$ cat src/rtl/barrel_shifter_pkg.sv
// barrel_shifter_pkg: shift mode encoding shared by the shifter top and its stages.
//   MODE_W       width of the mode field carried through the pipe
//   shift_mode_e LSL/LSR/ASR/ROR/ROL; codes 101..111 mean pass-through
package barrel_shifter_pkg;

    localparam int MODE_W = 3;

    typedef enum logic [MODE_W-1:0] {
        LSL = 3'b000,
        LSR = 3'b001,
        ASR = 3'b010,
        ROR = 3'b011,
        ROL = 3'b100
    } shift_mode_e;

endpackage

$ cat src/rtl/barrel_shift_stage.sv
// barrel_shift_stage: one combinational shift/rotate step by the fixed distance DIST.
//   data_i  operand entering the step
//   mode_i  shift mode (unknown codes pass through)
//   en_i    amount bit for this step; when low the operand passes untouched
//   data_o  operand after the step
//   carry_o last bit moved out (shift) or wrapped into the carry end (rotate)
module barrel_shift_stage
    import barrel_shifter_pkg::*;
#(
    parameter int WIDTH = 32,
    parameter int DIST  = 1
) (
    input  logic [WIDTH-1:0]  data_i,
    input  logic [MODE_W-1:0] mode_i,
    input  logic              en_i,
    output logic [WIDTH-1:0]  data_o,
    output logic              carry_o
);

    localparam int INV = WIDTH - DIST;

    logic [WIDTH-1:0] lsl, lsr, asr;

    always_comb begin
        lsl = data_i << DIST;
        lsr = data_i >> DIST;
        asr = $unsigned($signed(data_i) >>> DIST);
        data_o = !en_i          ? data_i :
                 mode_i == LSL  ? lsl :
                 mode_i == LSR  ? lsr :
                 mode_i == ASR  ? asr :
                 mode_i == ROR  ? lsr | (data_i << INV) :
                 mode_i == ROL  ? lsl | (data_i >> INV) : data_i;
        // Bit INV leaves the top on left moves; bit DIST-1 leaves the bottom on right moves.
        carry_o = !en_i                          ? 1'b0 :
                  (mode_i == LSL || mode_i == ROL) ? data_i[INV] :
                  (mode_i == LSR || mode_i == ASR || mode_i == ROR) ? data_i[DIST-1] : 1'b0;
    end

endmodule

$ cat src/rtl/pipelined_barrel_shifter.sv
// pipelined_barrel_shifter: log2-staged registered shifter/rotator with valid/ready on both sides.
//   clk, rst_n           clock, synchronous active-low reset
//   in_valid/in_ready    input handshake (in_ready is combinational from out_ready)
//   data_in, shift_amt   operand and distance 0..WIDTH-1
//   mode_sel             000 LSL, 001 LSR, 010 ASR, 011 ROR, 100 ROL, others pass-through
//   out_valid/out_ready  output handshake
//   data_out, carry_out, zero_out  result, carry flag, result-is-zero flag
module pipelined_barrel_shifter
    import barrel_shifter_pkg::*;
#(
    parameter  int WIDTH  = 32,
    localparam int SAW    = $clog2(WIDTH),
    localparam int STAGES = SAW
) (
    input  logic              clk,
    input  logic              rst_n,
    input  logic              in_valid,
    output logic              in_ready,
    input  logic [WIDTH-1:0]  data_in,
    input  logic [SAW-1:0]    shift_amt,
    input  logic [MODE_W-1:0] mode_sel,
    output logic              out_valid,
    input  logic              out_ready,
    output logic [WIDTH-1:0]  data_out,
    output logic              carry_out,
    output logic              zero_out
);

    logic z_q;

    for (genvar k = 0; k < STAGES; k++) begin : g_st
        logic [WIDTH-1:0]  src_data, d_d, d_q;
        logic [MODE_W-1:0] src_mode;
        // Only the amount bits not yet consumed travel; bit 0 drives this stage.
        logic [SAW-1-k:0]  src_amt;
        logic              src_valid, src_carry, c_st, c_d, v_q, c_q, ld;

        if (k == 0) begin : g_src
            assign src_data  = data_in;
            assign src_mode  = mode_sel;
            assign src_amt   = shift_amt;
            assign src_valid = in_valid;
            assign src_carry = 1'b0;
        end else begin : g_src
            assign src_data  = g_st[k-1].d_q;
            assign src_mode  = g_st[k-1].g_fwd.m_q;
            assign src_amt   = g_st[k-1].g_fwd.a_q;
            assign src_valid = g_st[k-1].v_q;
            assign src_carry = g_st[k-1].c_q;
        end

        // A stage loads when empty or when its successor is draining it this cycle.
        if (k == STAGES - 1) begin : g_ld
            assign ld = !v_q || out_ready;
        end else begin : g_ld
            assign ld = !v_q || g_st[k+1].ld;
        end

        barrel_shift_stage #(
            .WIDTH (WIDTH),
            .DIST  (1 << k)
        ) u_stage (
            .data_i  (src_data),
            .mode_i  (src_mode),
            .en_i    (src_amt[0]),
            .data_o  (d_d),
            .carry_o (c_st)
        );

        // Carry is only rewritten by stages that actually move bits.
        assign c_d = src_amt[0] ? c_st : src_carry;

        always_ff @(posedge clk) begin
            if (!rst_n) begin
                v_q <= 1'b0;
                d_q <= '0;
                c_q <= 1'b0;
            end else if (ld) begin
                v_q <= src_valid;
                d_q <= d_d;
                c_q <= c_d;
            end
        end

        if (k < STAGES - 1) begin : g_fwd
            logic [MODE_W-1:0] m_q;
            logic [SAW-2-k:0]  a_q;
            always_ff @(posedge clk) begin
                if (ld) begin
                    m_q <= src_mode;
                    a_q <= src_amt[SAW-1-k:1];
                end
            end
        end
    end

    always_ff @(posedge clk) begin
        if (!rst_n)
            z_q <= 1'b0;
        else if (g_st[STAGES-1].ld)
            z_q <= g_st[STAGES-1].d_d == '0;
    end

    assign in_ready  = rst_n && g_st[0].ld;
    assign out_valid = g_st[STAGES-1].v_q;
    assign data_out  = g_st[STAGES-1].d_q;
    assign carry_out = g_st[STAGES-1].c_q;
    assign zero_out  = z_q;

endmodule

$ cat config.mk
export PLATFORM = sky130hd
export DESIGN_NAME = pipelined_barrel_shifter
export DESIGN_NICKNAME = d
export VERILOG_FILES = /design/src/rtl/barrel_shifter_pkg.sv /design/src/rtl/barrel_shift_stage.sv /design/src/rtl/pipelined_barrel_shifter.sv
export SDC_FILE = /design/constraint.sdc
export NUM_CORES = 1
export LEC_CHECK = 0
export ABC_AREA = 0
export CAP_MARGIN = 20
export CORE_AREA = 2 2 173 124
export DETAILED_ROUTE_END_ITERATION = 8
export DIE_AREA = 0 0 175 126
export PLACE_DENSITY = 0.72
export SETUP_SLACK_MARGIN = 0.5
export SLEW_MARGIN = 20
export SYNTH_ARGS = -nofsm -noshare
export SYNTH_HDL_FRONTEND = slang
export SYNTH_HIERARCHICAL = 1
export SYNTH_SLANG_ARGS = --single-unit
$ cat constraint.sdc
create_clock -name clk -period 7.3 [get_ports clk]
set_clock_uncertainty 0.05 [all_clocks]
set_input_delay 1.825 -clock clk [delete_from_list [all_inputs] [get_ports clk]]
set_output_delay 1.825 -clock clk [all_outputs]
set_load 0.005 [all_outputs]
# Word-level counts from Yosys, hierarchy flattened
# Index checks and enable logic that the tools add are counted.
# W data, S select, Z words.
# word_totals
register_bits	193
latch_bits	0
ram_bits	0
romBits	0
input_bits	44
output_inout_bits	36
wordCells	130
n_memories	0
# classes
addsub	0
multipliers	0
n_div	0
order_cmp	0
eq_ne	20
shift	0
mux	45
bitwise_logic	9
n_reduce_logical	32
# ops
op	count
$mux W32	30
$logic_not A32 Y1	1
$or A16 B32 Y32	1
$or A24 B32 Y32	1
$or A28 B32 Y32	1
$or A30 B32 Y32	1
$or A31 B32 Y32	1
$or A32 B1 Y32	1
$or A32 B2 Y32	1
$or A32 B4 Y32	1
$or A32 B8 Y32	1
$eq A3 B2 Y1 const B	10
$logic_or A1 B1 Y1	20
$eq A3 B1 Y1 const B	5
$eq A3 B3 Y1 const B	5
$logic_not A3 Y1	5
$mux W1	15
$logic_not A1 Y1	5
$logic_and A1 B1 Y1	1

# Logic depth before layout (Yosys ltp)
# Gate-level depths: netlist (run 1).
# logic_depth
depth_word	8
depth_mapped	10
ltp_nobuf	6

# Cells and area by module
# The synthesis (run 1) kept the hierarchy.
# modules_own_cells
mod	n_inst	cells_per_inst	area_per_inst_um2	seq_area_each_um2
pipelined_barrel_shifter	1	801	7044.3	4083.9
barrel_shift_stage (g_st[4].u_stage)	1	159	927.1	0.0
barrel_shift_stage (g_st[0].u_stage)	1	95	857.1	0.0
barrel_shift_stage (g_st[3].u_stage)	1	107	843.3	0.0
barrel_shift_stage (g_st[1].u_stage)	1	98	728.2	0.0
barrel_shift_stage (g_st[2].u_stage)	1	102	719.4	0.0

# Worst setup path before layout (run 1)
# Ideal clock, no wire load.
# synth_timing
kind	input to output
from	input port out_ready
to	output port in_ready
t_arrival_ns	2.513
required_time_ns	5.425
path_slack_ns	2.912
path_stages	4
path_buffers	2
cell_sequence	and3b_1 buf_2 buf_2 a31oi_1
# synth_via
elab_chain_cells	6
# synth_rtl
element	line	text
start, declared	pipelined_barrel_shifter.sv:23	input logic out_ready,
$logic_or A1 B1 Y1	pipelined_barrel_shifter.sv:54	assign ld = !v_q || out_ready;
$logic_or A1 B1 Y1 (4 in series)	pipelined_barrel_shifter.sv:56	assign ld = !v_q || g_st[k+1].ld;
$logic_and A1 B1 Y1	pipelined_barrel_shifter.sv:104	assign in_ready = rst_n && g_st[0].ld;
end, declared	pipelined_barrel_shifter.sv:18	output logic in_ready,
# No other way between the ends.

# Worst setup path in the final report (run 1)
# Ends and elaborated chain as after synthesis.

==> results of run 1 <==
per-stage QoR:
step,cells,power (mW)
floorplan,1362,1.55
global placement,1588,1.69
detailed placement,1589,1.70
CTS,1621,2.67
global route,1621,2.79
finish,1621,2.68
kinds of logic after synthesis:
family	Yosys count	share of synthesized area
DFF	193	0.367
muxes	20	0.0180
buffers and inverters	178	0.0810
AOI/OAI and AO/OA	561	0.367
and+or+nand+nor	410	0.167
sequential cells by signal (all words and copies together), names as in the netlist:
register	cells
g_st.d_q	128
data_out	32
g_st.g_fwd.m_q	12
g_st.g_fwd.a_q	10
g_st.c_q	4
g_st.v_q	4
carry_out	1
out_valid	1
zero_out	1
layer usage:
metal / vias up / track usage / share of wire
met3: 23 / 0.0776 / 0.12
met4: 0 / 0.0642 / 0.0082
met2: 557 / 0.371 / 0.39
met1: 5139 / 0.479 / 0.48
li1: 5017 / - / -
met5: - / 0 / 0
Yosys cell counts, drive strengths merged, types with 2 or more instances:
library cell and number:
a211oi 19, a21o 4, a21oi 183, a221o 27
a22o 14, a2bb2oi 98, a311o 2, a311oi 15
and2 3, buf 81, clkbuf 65, dfxtp 171
edfxtp 22, inv 31, mux2i 20, nand2 252
nand2b 6, nand3 37, nand3b 8, nand4 34
nor2 33, nor2b 13, nor3 3, nor3b 4
nor4 6, o21ai 53, o21bai 5, o22ai 100
o311ai 2, o31ai 33, or2 4, or3b 2
power groups by stage:
stage | clock network, mW | logic [mW] | registers, mW
detailed placement | 0 | 0.441 | 1.26
global route | 1.05 | 0.491 | 1.25
global placement | 0 | 0.433 | 1.25
CTS | 0.998 | 0.444 | 1.23
finish | 0.990 | 0.454 | 1.24
floorplan | 0 | 0.333 | 1.22
worst max-delay path by stage:
stage / start / end / slack, ns / cells after the start
finish: out_ready / in_ready / 1.63 / 5
floorplan: out_ready / in_ready / 2.91 / 4
CTS: out_ready / in_ready / 1.63 / 5
global route: out_ready / in_ready / 1.63 / 5
global placement: out_ready / in_ready / 1.66 / 5
detailed placement: out_ready / in_ready / 1.65 / 5
cell type report:
class,count,share of cell area
Multi-Input combinational cell,991,0.502
Clock buffer,22,0.0411
Inverter,32,0.00998
Clock inverter,10,0.00977
Tap cell,276,0.0281
Sequential cell,193,0.332
Timing Repair Buffer,97,0.0766
worst max-delay path, delay by kind of cell:
family,cells,cell delay [ns]
buf+inv,3,1.36
simple gates,1,0.24
compound gates,1,0.35
==> metrics.yaml, run 1 <==
p_int_mw: 1.92
clkTransAtPathRegs_ns: 0.06
synth.avg_cell_area_um2: 8.16
grt_overflow: 0
syn-instance-count: 1362
r2r_setup_slack_ns: 3.96
numPortBuffers: 79
whs_endpoint: "g_st[1].g_fwd.a_q[2]"
grt_max_degree: 76
async_flop_share: 0
hold_viol: 0
max_slew_margin: 0.252
yosysTopAreaCell: "dfxtp_1"
maxCapViolCount: 0
vias: 10700
reg2regPathDepth: 6
cts-root-buf: "clkbuf_16"
dominantRegCellSynth: "dfxtp_1"
cts_buffers: 17
p_leak_nw: 4.18
antenna_found_initial: 0
ctsResizeCount: 0
post-cts-setup-buffers: 0
fin_tns_setup_ns: 0
timing.rr.start: "g_st[3].g_fwd.a_q"
hold_ws_ns: 0.399
dpl_cell_area_um2: 11600
synth_top_cell_area_share: 0.308
drc: 0
fp.coreArea_um2: 20400
p_per_area_nw_per_um2: 218
drtIter0Drc: 1742
critPathLaunchType: "input port"
crit_path_top_delay_cell: "clkdlybuf4s50_1"
initial_utilization: 0.544
max_stage_delay_ns: 0.56
finalMaxSlewViolations: 0
cts_buffer_depth: 2
nets: 1376
r2r-end: "zero_out"
clkLatencyLatePin_ns: 0.44
combPwrFrac: 0.169
avgViaCountPerCell: 6.62
ys_types: 56
seqPwrFrac: 0.462
synth-seq-area-share: 0.367
io_pins: 80
post-route-min-period_ns: 5.67
antenna_left: 0
synth.area.top_cells: "dfxtp_1 (31%), nand2_1 (8.5%), a21oi_1 (8.1%)"
swShare: 0.283
grt_usage: 0.293
die_w_um: 175
final_common_cell: "nand2_1"
critPathMaxFanout: 36
finish.instance_area_um2: 12300
rsz0062_at_grt: "no"
pwr-share-clk: 0.369
cts_htree_levels: 4
pre_cts_slack_ns: 1.65
hpwl_um: 21800
crit_top_cell: "clkdlybuf4s50_1"
p_switching_mw: 0.758
status: "finished, final reports clean"
drt_pre_antenna_iters: 6
die_area_um2: 22100
gp_congestion: 0.880
regArea_um2: 4080
crit_path_end_kind: "primary output"
path_cells: "clkdlybuf4s50_1, and3b_2, buf_4, a31oi_1, clkdlybuf4s50_1"
synth_warnings: 6
rows: 44
synth_edf_count: 22
worst_slew_pin_slew_ns: 1.12
hold_path_class: "flop to flop"
critical_path_required_ns: 5.43
nFillCells: 1840
grt_pass1_wl_um: 52000
min-delay-start: "g_st[0].g_fwd.a_q[3]"
cts.sinks: 193
hold_buffers: 0
synth_nets: 1406
max_freq_ghz: 0.176
routedWlPerCell_um: 20.1
ys_seq_elements: 193
peakVddDrop_v: 0.000184
multi_input_area_um2: 6170
path_class: "input port to primary output"
crit_arrival_ns: 3.79
setup_viol: 0
setup_slack_ns: 1.63
fin_crit_sh: 0.776
fin_util: 0.602
wl_um: 32600
cts_tree: "yes"
antenna_cells: 0
layout_common_cells: "nand2_1 (251), a21oi_1 (179), dfxtp_1 (171)"
grt_pass1_vias: 9277
netlist_area_um2: 11100
syn_to_final_growth_pct: 10.5
hold_path_depth: 0
die_y_um: 126
drive_gt1_frac: 0.0877
No activity file was read; power rests on OpenSTA's default activity.
==> inputs of run 2 (changes only) <==
- CORE_AREA: 2 2 173 124 -> 2 2 175 126
- DIE_AREA: 0 0 175 126 -> 0 0 177 128
- PLACE_DENSITY: 0.72 -> 0.73
- clock period: 7.3 -> 4.5 ns (I/O delays scaled with it)
==> metrics.yaml, run 2 (synthesis gave the netlist of run 1 again) <==
top_register: "g_st.d_q"  # unchanged
die_y_um: 128  # was 126 um
layout_common_cells: "nand2_1 (251), a21oi_1 (179), dfxtp_1 (171)"  # unchanged
worst_slew_pin_slew_ns: 1.13  # was 1.12 ns
final_common_cell: "nand2_1"  # unchanged
path_class: "input port to flop"  # was input port to primary output
drive_gt1_frac: 0.0890  # was 0.0877
drtIter0Drc: 1310  # was 1742
fin_crit_sh: 0.804
critPathLaunchType: "input port"  # unchanged
grt_pass1_wl_um: 50200  # was 52000 um
hold_path_class: "flop to flop"  # unchanged
hold_buffers: 0  # unchanged
peakVddDrop_v: 0.000291  # was 0.000184 V
critical_path_required_ns: 4.74  # was 5.43 ns
hold_ws_ns: 0.375  # was 0.399 ns
grt_usage: 0.276  # was 0.293
p_leak_nw: 4.20  # was 4.18 nW
cts_tree: "yes"  # unchanged
drt_pre_antenna_iters: 5  # was 6
post-cts-setup-buffers: 0  # unchanged
hold_viol: 0  # unchanged
largest_reg_flops: 128  # unchanged
critPathMaxFanout: 101  # was 36
die_area_um2: 22700  # was 22100 um2
post-route-min-period_ns: 3.62
grt_overflow: 0  # unchanged
antenna_found_initial: 0  # unchanged
hpwl_um: 21400  # was 21800 um
max_freq_ghz: 0.276
cts.sinks: 193  # unchanged
cts_buffers: 17  # unchanged
grt_max_degree: 104  # was 76
grt_pass1_vias: 9209  # was 9277
gp_congestion: 0.878  # was 0.880
fp.coreArea_um2: 21100  # was 20400 um2
fin_tns_setup_ns: 0  # unchanged
vias: 10600  # was 10700
cts-root-buf: "clkbuf_16"  # unchanged
io_pins: 80  # unchanged
nFillCells: 1945  # was 1840
routedWlPerCell_um: 19.4  # was 20.1 um
clkLatencyLatePin_ns: 0.44  # about the same
maxCapViolCount: 0  # unchanged
antenna_left: 0  # unchanged
fin_util: 0.583  # was 0.602
cts_buffer_depth: 2  # unchanged
clkTransAtPathRegs_ns: 0.07  # was 0.06 ns
rows: 45  # was 44
avgViaCountPerCell: 6.52  # was 6.62
max_slew_margin: 0.243  # was 0.252
p_per_area_nw_per_um2: 353  # was 218 nW/um2
setup_viol: 0  # unchanged
rsz0062_at_grt: "no"  # unchanged
die_w_um: 177  # was 175 um
wl_um: 31500  # was 32600 um
crit_arrival_ns: 3.85  # was 3.79 ns
syn_to_final_growth_pct: 10.7  # was 10.5%
nets: 1380  # was 1376
drc: 0  # unchanged
cts_htree_levels: 4  # unchanged
antenna_cells: 0  # unchanged
crit_path_end_kind: "flop"  # was primary output
initial_utilization: 0.527  # was 0.544
status: "finished, final reports clean"  # unchanged
numPortBuffers: 79  # unchanged
finalMaxSlewViolations: 0  # unchanged
run 2: cell types whose count changed in the layout (fill, tap and decap cells not counted), moves of 2 or more:
cell       delta
buf_4         +4
clkbuf_8      -3
clkbuf_16     +2
o21bai_2      +2
o21bai_4      -2
run 2: routing by layer:
| metal | up-vias | global-route usage | part of all wire |
|---|---|---|---|
| li1 | 5029 | - | - |
| met1 | 5102 | 0.435 | 0.49 |
| met2 | 474 | 0.363 | 0.40 |
| met3 | 26 | 0.0792 | 0.10 |
| met4 | 0 | 0.0559 | 0.0074 |
| met5 | - | 0 | 0 |
run 2: worst paths after layout:
kind	to	slack, ns	start	depth (start not counted)
setup reg to reg	zero_out	1.37	g_st[3].g_fwd.m_q[2]	7
setup / recovery	g_st[0].c_q	0.88	out_ready	7
hold reg to reg	g_st[3].g_fwd.a_q	0.37	g_st[2].g_fwd.a_q[1]	0
hold / removal	g_st[3].g_fwd.a_q	0.37	g_st[2].g_fwd.a_q[1]	0
run 2: area by class of cell:
cell class | instances | area (um2) | share of cell area
clock buffer | 22 | 518 | 0.0421
sequential | 193 | 4080 | 0.332
inverter | 32 | 123 | 0.00997
timing repair buffer | 101 | 957 | 0.0778
multi-input combinational | 991 | 6150 | 0.500
clock inverter | 9 | 115 | 0.00936
tap | 282 | 353 | 0.0287
run 2: power breakdown:
| part | switching, mW | internal (mW) |
|---|---|---|
| Clock | 0.672 | 0.937 |
| Combinational | 0.372 | 0.350 |
| Sequential | 0.157 | 1.86 |
| Total | 1.20 | 3.14 |
run 2: what timing repair did:
action,4_1_cts,5_1_grt
endpoints found under the hold margin,0,0
gates resized for setup,0,2
setup endpoints to repair,0,6
run 2: critical path, stage by stage:
cell and delay (ns):
clkdlybuf4s50_1 0.48, and3b_2 0.29, buf_6 0.60, inv_2 0.40, buf_4 0.38, o311ai_0 0.37
a21oi_1 0.13
run 2: per-stage QoR:
stage	power (mW)	setup WS [ns]	instance area, um2	std cells
final	4.34	0.881	12300	1630
after global placement	2.73	0.312	11700	1599
after global routing	4.51	0.782	12300	1630
after floorplan	2.52	1.51	11100	1362
after CTS	4.34	0.512	12300	1630
after detailed placement	2.75	0.277	11700	1599
